File: config.mk
export PLATFORM = sky130hd
export DESIGN_NAME = key_event_decoder
export DESIGN_NICKNAME = d
export VERILOG_FILES = /design/src/rtl/key_event_decoder.sv
export SDC_FILE = /design/constraint.sdc
export NUM_CORES = 1
export LEC_CHECK = 0
export ABC_AREA = 1
export CORE_MARGIN = 2
export CORE_UTILIZATION = 60
export DETAILED_ROUTE_END_ITERATION = 6
export HOLD_SLACK_MARGIN = 0.15
export PLACE_DENSITY = 0.82
export SLEW_MARGIN = 5
export SYNTH_ARGS = -nofsm -noshare
export SYNTH_HDL_FRONTEND = slang
export SYNTH_SLANG_ARGS = --single-unit
File: constraint.sdc
create_clock -name clk -period 2.4 [get_ports clk]
set_input_delay 0.48 -clock clk [delete_from_list [all_inputs] [get_ports clk]]
set_output_delay 0.48 -clock clk [all_outputs]
set_load 0.005 [all_outputs]
File: src/rtl/key_event_decoder.sv
// Key event decoder: turns a strobed, debounced key level into press/release/click/double-click/long events.
// Latency: o_pressed and every event pulse update on the clock edge after the qualifying strobe or timer cycle.
// Backpressure: none; ivalid is a fire-and-forget qualifier and every pulse lasts exactly one cycle.
module key_event_decoder #(
  parameter int LONG_CNT     = 1_300_000,
  parameter int GAP_CNT      = 19_500_000,
  parameter bit ACTIVE_LEVEL = 1'b0
) (
  input  logic clk,
  input  logic rst_n,
  input  logic ikey,
  input  logic ivalid,
  output logic o_pressed,
  output logic o_press,
  output logic o_release,
  output logic o_click,
  output logic o_dclick,
  output logic o_long
);

  // The timer only has to reach the larger threshold minus one; it is sized for that and saturates there.
  localparam int MAX_CNT = (LONG_CNT > GAP_CNT) ? LONG_CNT : GAP_CNT;
  localparam int TW      = $clog2(MAX_CNT);

  localparam logic [TW-1:0] LONG_LAST = TW'(LONG_CNT - 1);
  localparam logic [TW-1:0] GAP_LAST  = TW'(GAP_CNT - 1);
  localparam logic [TW-1:0] TIMER_SAT = TW'(MAX_CNT - 1);

  typedef enum logic [2:0] {
    IDLE      = 3'd0,
    PRESS1    = 3'd1,
    WAIT2     = 3'd2,
    PRESS2    = 3'd3,
    LONG_HOLD = 3'd4
  } state_t;

  state_t          state_q, state_d;
  logic [TW-1:0]   timer_q, timer_d;
  logic            level_q, level_d;
  logic            pressed_q, pressed_d;
  logic            press_q, press_d;
  logic            release_q, release_d;
  logic            click_q, click_d;
  logic            dclick_q, dclick_d;
  logic            long_q, long_d;

  logic            press_edge;
  logic            release_edge;
  logic            timer_run;

  // A strobe only counts as an edge when it disagrees with the stored level; repeats are ignored.
  assign press_edge   = ivalid && (ikey == ACTIVE_LEVEL) && (level_q != ACTIVE_LEVEL);
  assign release_edge = ivalid && (ikey != ACTIVE_LEVEL) && (level_q == ACTIVE_LEVEL);

  // Next-state, level tracking, timer and event pulse generation.
  always_comb begin
    state_d   = state_q;
    level_d   = level_q;
    timer_d   = timer_q;
    press_d   = 1'b0;
    release_d = 1'b0;
    click_d   = 1'b0;
    dclick_d  = 1'b0;
    long_d    = 1'b0;
    timer_run = (state_q == PRESS1) || (state_q == WAIT2) || (state_q == PRESS2);

    if (press_edge || release_edge) begin
      level_d = ikey;
    end

    if (timer_run && (timer_q != TIMER_SAT)) begin
      timer_d = timer_q + TW'(1);
    end

    // Edges are tested before timer expiry so that an edge in the expiry cycle wins.
    case (state_q)
      IDLE: begin
        if (press_edge) begin
          state_d = PRESS1;
          press_d = 1'b1;
        end
      end
      PRESS1: begin
        if (release_edge) begin
          state_d   = WAIT2;
          release_d = 1'b1;
        end else if (timer_q == LONG_LAST) begin
          state_d = LONG_HOLD;
          long_d  = 1'b1;
        end
      end
      WAIT2: begin
        if (press_edge) begin
          state_d = PRESS2;
          press_d = 1'b1;
        end else if (timer_q == GAP_LAST) begin
          state_d = IDLE;
          click_d = 1'b1;
        end
      end
      PRESS2: begin
        if (release_edge) begin
          state_d   = IDLE;
          release_d = 1'b1;
          dclick_d  = 1'b1;
        end else if (timer_q == LONG_LAST) begin
          // The first click already completed, so it is reported alongside the long hold.
          state_d = LONG_HOLD;
          click_d = 1'b1;
          long_d  = 1'b1;
        end
      end
      LONG_HOLD: begin
        // A long hold never turns into a click.
        if (release_edge) begin
          state_d   = IDLE;
          release_d = 1'b1;
        end
      end
      default: begin
        state_d = IDLE;
      end
    endcase

    // Every state entry restarts the timer from zero.
    if (state_d != state_q) begin
      timer_d = '0;
    end

    pressed_d = (level_d == ACTIVE_LEVEL);
  end

  // State, timer, level and output registers; reset abandons any sequence in flight.
  always_ff @(posedge clk or negedge rst_n) begin
    if (!rst_n) begin
      state_q   <= IDLE;
      timer_q   <= '0;
      level_q   <= ~ACTIVE_LEVEL;
      pressed_q <= 1'b0;
      press_q   <= 1'b0;
      release_q <= 1'b0;
      click_q   <= 1'b0;
      dclick_q  <= 1'b0;
      long_q    <= 1'b0;
    end else begin
      state_q   <= state_d;
      timer_q   <= timer_d;
      level_q   <= level_d;
      pressed_q <= pressed_d;
      press_q   <= press_d;
      release_q <= release_d;
      click_q   <= click_d;
      dclick_q  <= dclick_d;
      long_q    <= long_d;
    end
  end

  assign o_pressed = pressed_q;
  assign o_press   = press_q;
  assign o_release = release_q;
  assign o_click   = click_q;
  assign o_dclick  = dclick_q;
  assign o_long    = long_q;

endmodule

Yosys cells after proc, flatten, opt, wreduce, memory -nomap -nowiden
Index checks and enable logic that the tools add are counted. Widths: inputs -> output; s select.

Register bits after elaboration: 35. Latch bits: 0. RAM bits: 0. Memory bits (read-only): 0. Bits of input ports: 4. Output and inout port bits: 6. Logic and storage cells: 56. Memories: 0.

Add/sub/neg operators: 1. Multiply operators: 0. Divide/modulo/power cells: 0. Order comparisons: 0. Equal/unequal tests: 8. Shift-type cells: 0. Mux-type cells: 22. Bitwise operators: 3. Reduce and logical (&&, ||, !) cells: 13.

Operator list (number): $mux 25 (2); $add 25x1->25 const B (1); $eq 25x21->1 const B (1); $eq 25x25->1 const B (1); $ne 25x25->1 const B (1); $mux 3 (7); $pmux 3 s5 (1); $mux 1 (11); $eq 3x2->1 const B (2); $logic_and 1x1->1 (5); $reduce_or 2->1 (2); $eq 3x1->1 const B (1); $eq 3x3->1 const B (1); $logic_not 3->1 (1); $logic_or 1x1->1 (3); $ne 3x3->1 (1); $not 1->1 (3); $reduce_or 3->1 (1); $pmux 1 s2 (1); $reduce_bool 2->1 (1).

Depth between registers and ports, before layout
Depth in word-level cells: 7. Mapped depth: 16. Depth with buffers taken out: 14.

Worst setup path before layout
OpenSTA, ideal clock, no wires.

Path kind: reg-to-reg. From: register timer_q[0]. To: register timer_q[16]. Library setup time: 0.119 ns. Data arrival time: 1.627 ns. Required time: 2.281 ns. Path slack: 0.654 ns. Cell stages (with the launch flop): 13. Path buffers: 0. Period minus slack after synthesis: 1.746 ns. Cell sequence: dfrtp_1 > ha_1 > nand3_2 > inv_1 > nand2_1 > nor2_1 > nand2_1 > nand2_2 > nor2_1 > nand3_1 > nor2_1 > xor2_1 > nor2_2.

Word-level cells in the longest chain between the ends: 6. Elaborated cells between the ends (all ways): 15. Classes of those cells: 1 x add/sub; 4 x eq/ne; 8 x mux; 2 x reduce/logical.

RTL lines: start, declared (line 38) `logic [TW-1:0] timer_q, timer_d;`; start signal, assigned (line 147) `timer_q <= timer_d;`; $eq 25x21->1 / $eq 25x25->1 (equally long branches) (line 87, 106, 96); $mux 3 (on tied branches) (line 87, 106, 96); $mux 3 (on tied branches) (line 102, 84, 93); $pmux 3 s5 (line 76) `case (state_q)`; $ne 3x3->1 (line 126) `if (state_d != state_q) begin`; $mux 25 / $reduce_bool 2->1 (equally long branches).

Several ways; a longest one is shown, not always the timed one. The select of a mux whose other input is x is not followed. A chain may end at the register's enable or synchronous reset.

Worst setup path in the final report
From: register timer_q[0]. To: register timer_q[14].

Same word-level chain as after synthesis.

==> impl_metrics.csv <==
group,metric,value,unit
die,rows,21,
drt,vias,1834,
synthesis,ys_types,25,
cts,cts_buffers,5,
cts,clk_path_buf_depth,2,
worst_setup_path,arrival,2.38,ns
power,p_leak,1.01,nW
placement,port_buffers,9,
worst_setup_path,worstPathMaxFanout,9,
finish,antennaDiodeCount,0,
grt,grt_pass1_wl,7730,um
synthesis,netlist_top_cells_area,"dfrtp_1, nand2_1, nor2_1",
cts,cts.repair.resized,0,
sta,finalCritPeriodShare,89.3,%
cts,insertion_delay,0.34,ns
cts,cts.sinks,35,
die,die_area,3980,um2
drt,drt-total-wl,4480,um
synthesis,synth_top_area_cell,"dfrtp_1",
synthesis,synth_seq_area_share,41.9,%
worst_setup_path,end_kind,"register",
cts,cts_tree,"yes",
finish,fin_nets,307,
sta,tightestPinTransition,0.442,ns
synthesis,async_flop_share,100,%
placement,hpwlAfterDp,3340,um
sta,slew_viol_final,0,
grt,busiest_layer,"met1",
cts,hold_buffers,0,
grt,first_global_vias,1713,
synthesis,synth_edf_count,0,
finish,final-seq-area,877,um2
min_path,hold_class,"primary input to async pin",
drt,routed_via_density,5.26,
grt,grt_use_total,24.8,%
worst_setup_path,required,2.64,ns
synthesis,synth_ff_type,"dfrtp_1",
die,ios,10,
synthesis,ys_warn_count,0,
synthesis,syn_inst,288,
die,die_h,63.1,um
sta,fin_skew,0.00406,ns
sta,fmax,0.467,GHz
cts,cts_setup_buffers,0,
worst_setup_path,ff2ff_setup_slack,0.26,ns
synthesis,synth_seq_cells,35,
sta,period_minus_slack,2.14,ns
grt,antenna_found_initial,0,
cts,path_clk_slew,0.10,ns
sta,rsz0062_at_grt,"false",
grt,use_met1,36.2,%
sta,setup_viol,0,
grt,grt-ovfl-total,0,
die,core,3340,um2
drt,ant_nets,0,
cts,cts.htree.levels,2,
drt,firstDrtPassIters,4,
synthesis,synth_area,2090,um2
sta,hold_violations,0,
synthesis,avgSynthCellArea,7.27,um2
drt,drc_errors,0,
finish,drive_above_1_share,11.2,%
power,ir_worst_vdd,0.622,mV
finish,area_growth,8.19,%
sta,maxSlewHeadroom,70.5,%
sta,setup_tns,0,ns
finish,nFillCells,309,
worst_setup_path,critPathLaunchType,"register",
status,status,"complete, no violations",
synthesis,synth_nets,293,
grt,grt_use_met3,6.07,%
grt,grt_start_max_net_pins,36,
cts,cts-root-buf,"clkbuf_4",
finish,design_area,2260,um2
run,cap_violations,0,
synthesis,synth_top_area_share,40.6,%
finish,multiInputGateArea,1020,um2
grt,met2_usage,36.2,%
drt,wire_per_inst,12.8,um
drt,drt_iter0_drc,180,
power,power_density,653,nW/um2
worst_setup_path,path_class,"register to register",
placement,gp_congestion,0.935,
die,die_w,63.1,um
placement,place_area,2210,um2
die,start_util,62.7,%
## registers in the layout, indices dropped and copies added (netlist names)
register / cells
o_press: 1
o_pressed: 1
level_q: 1
o_click: 1
o_release: 1
state_q: 3
o_long: 1
o_dclick: 1
timer_q: 25
## worst max-delay path: stages (launching register included)
cell and delay, ns:
dfrtp_1 0.42, ha_1 0.23, nand3_2 0.10, inv_1 0.06, nand2_1 0.08, nor2_1 0.05, nand2_1 0.12, nand2_2 0.18
nor2_2 0.16, nand2_1 0.10, nor2_1 0.16, nand4_1 0.18, nor2_1 0.15, nor2_1 0.06
## path summary, 6_finish.rpt
path,from,to,depth (start not counted)
worst max-delay path,timer_q[0],timer_q[14],13
worst min-delay path,rst_n,timer_q[13],2
worst max register to register,timer_q[0],timer_q[14],13
worst min register to register,level_q,level_q,2
max in group asynchronous,rst_n,level_q,2
min in group clk,level_q,level_q,2
## routing by layer
| metal | vias up | wire [um] |
|---|---|---|
| li1 | 933 | - |
| met1 | 854 | 2220 |
| met2 | 38 | 1980 |
| met3 | 9 | 222 |
| met4 | 0 | 59 |
| met5 | - | 0 |
## power breakdown
| group | switching, mW | internal (mW) | total (mW) | leakage [nW] |
|---|---|---|---|---|
| Clock | 0.189 | 0.114 | 0.303 | 0.0293 |
| Combinational | 0.405 | 0.120 | 0.525 | 0.506 |
| Sequential | 0.0257 | 0.625 | 0.651 | 0.479 |
| Total | 0.620 | 0.860 | 1.48 | 1.01 |
## cell families after synthesis
logic type,share of synthesized area (%)
simple gates,39.3
buf+inv,9.38
flops,41.9
compound gates,3.41
xor+xnor,5.44
fa+ha+maj,0.598
## cells in the mapped netlist (all sizes together), types with 3 or more instances
master	instances
a21oi	5
nor2	62
nor3	15
nand3	23
xor2	12
nand4	11
nand2	67
buf	3
dfrtp	34
o21ai	7
inv	42
## cell usage in the layout, fill, tap and decap left out, types with 2 or more instances in the layout
cell,instances
clkdlybuf4s50_1,9
nor2_2,12
dfrtp_1,34
inv_1,38
clkbuf_4,5
nor3_1,14
nand4_1,11
o21ai_0,7
inv_2,4
nand2_1,62
clkbuf_1,2
xor2_1,12
a21oi_1,4
nor2_1,50
clkinv_2,2
nand2_2,5
nand3_1,21
## cell type report
type / count / share of cell area (%)
Inverter: 43 / 7.18
Clock buffer: 7 / 1.99
Multi-Input combinational cell: 207 / 45.0
Tap cell: 46 / 2.54
Timing Repair Buffer: 10 / 4.31
Sequential cell: 35 / 38.7
Clock inverter: 1 / 0.221
## per-stage QoR
| step | worst slack (ns) | hold slack (ns) | util (%) | total power [mW] | std cells |
|---|---|---|---|---|---|
| after global placement | 0.144 | 0.535 | 66.4 | 1.17 | 341 |
| after floorplan | 0.654 | 0.184 | - | 1.12 | 288 |
| after CTS | 0.279 | 0.553 | 67.9 | 1.49 | 349 |
| final | 0.257 | 0.542 | 67.9 | 1.48 | 349 |
| after global routing | 0.0747 | 0.584 | 67.9 | 1.58 | 349 |
| after detailed placement | 0.0733 | 0.550 | 66.4 | 1.18 | 341 |
(Power assumes the default switching activity.)
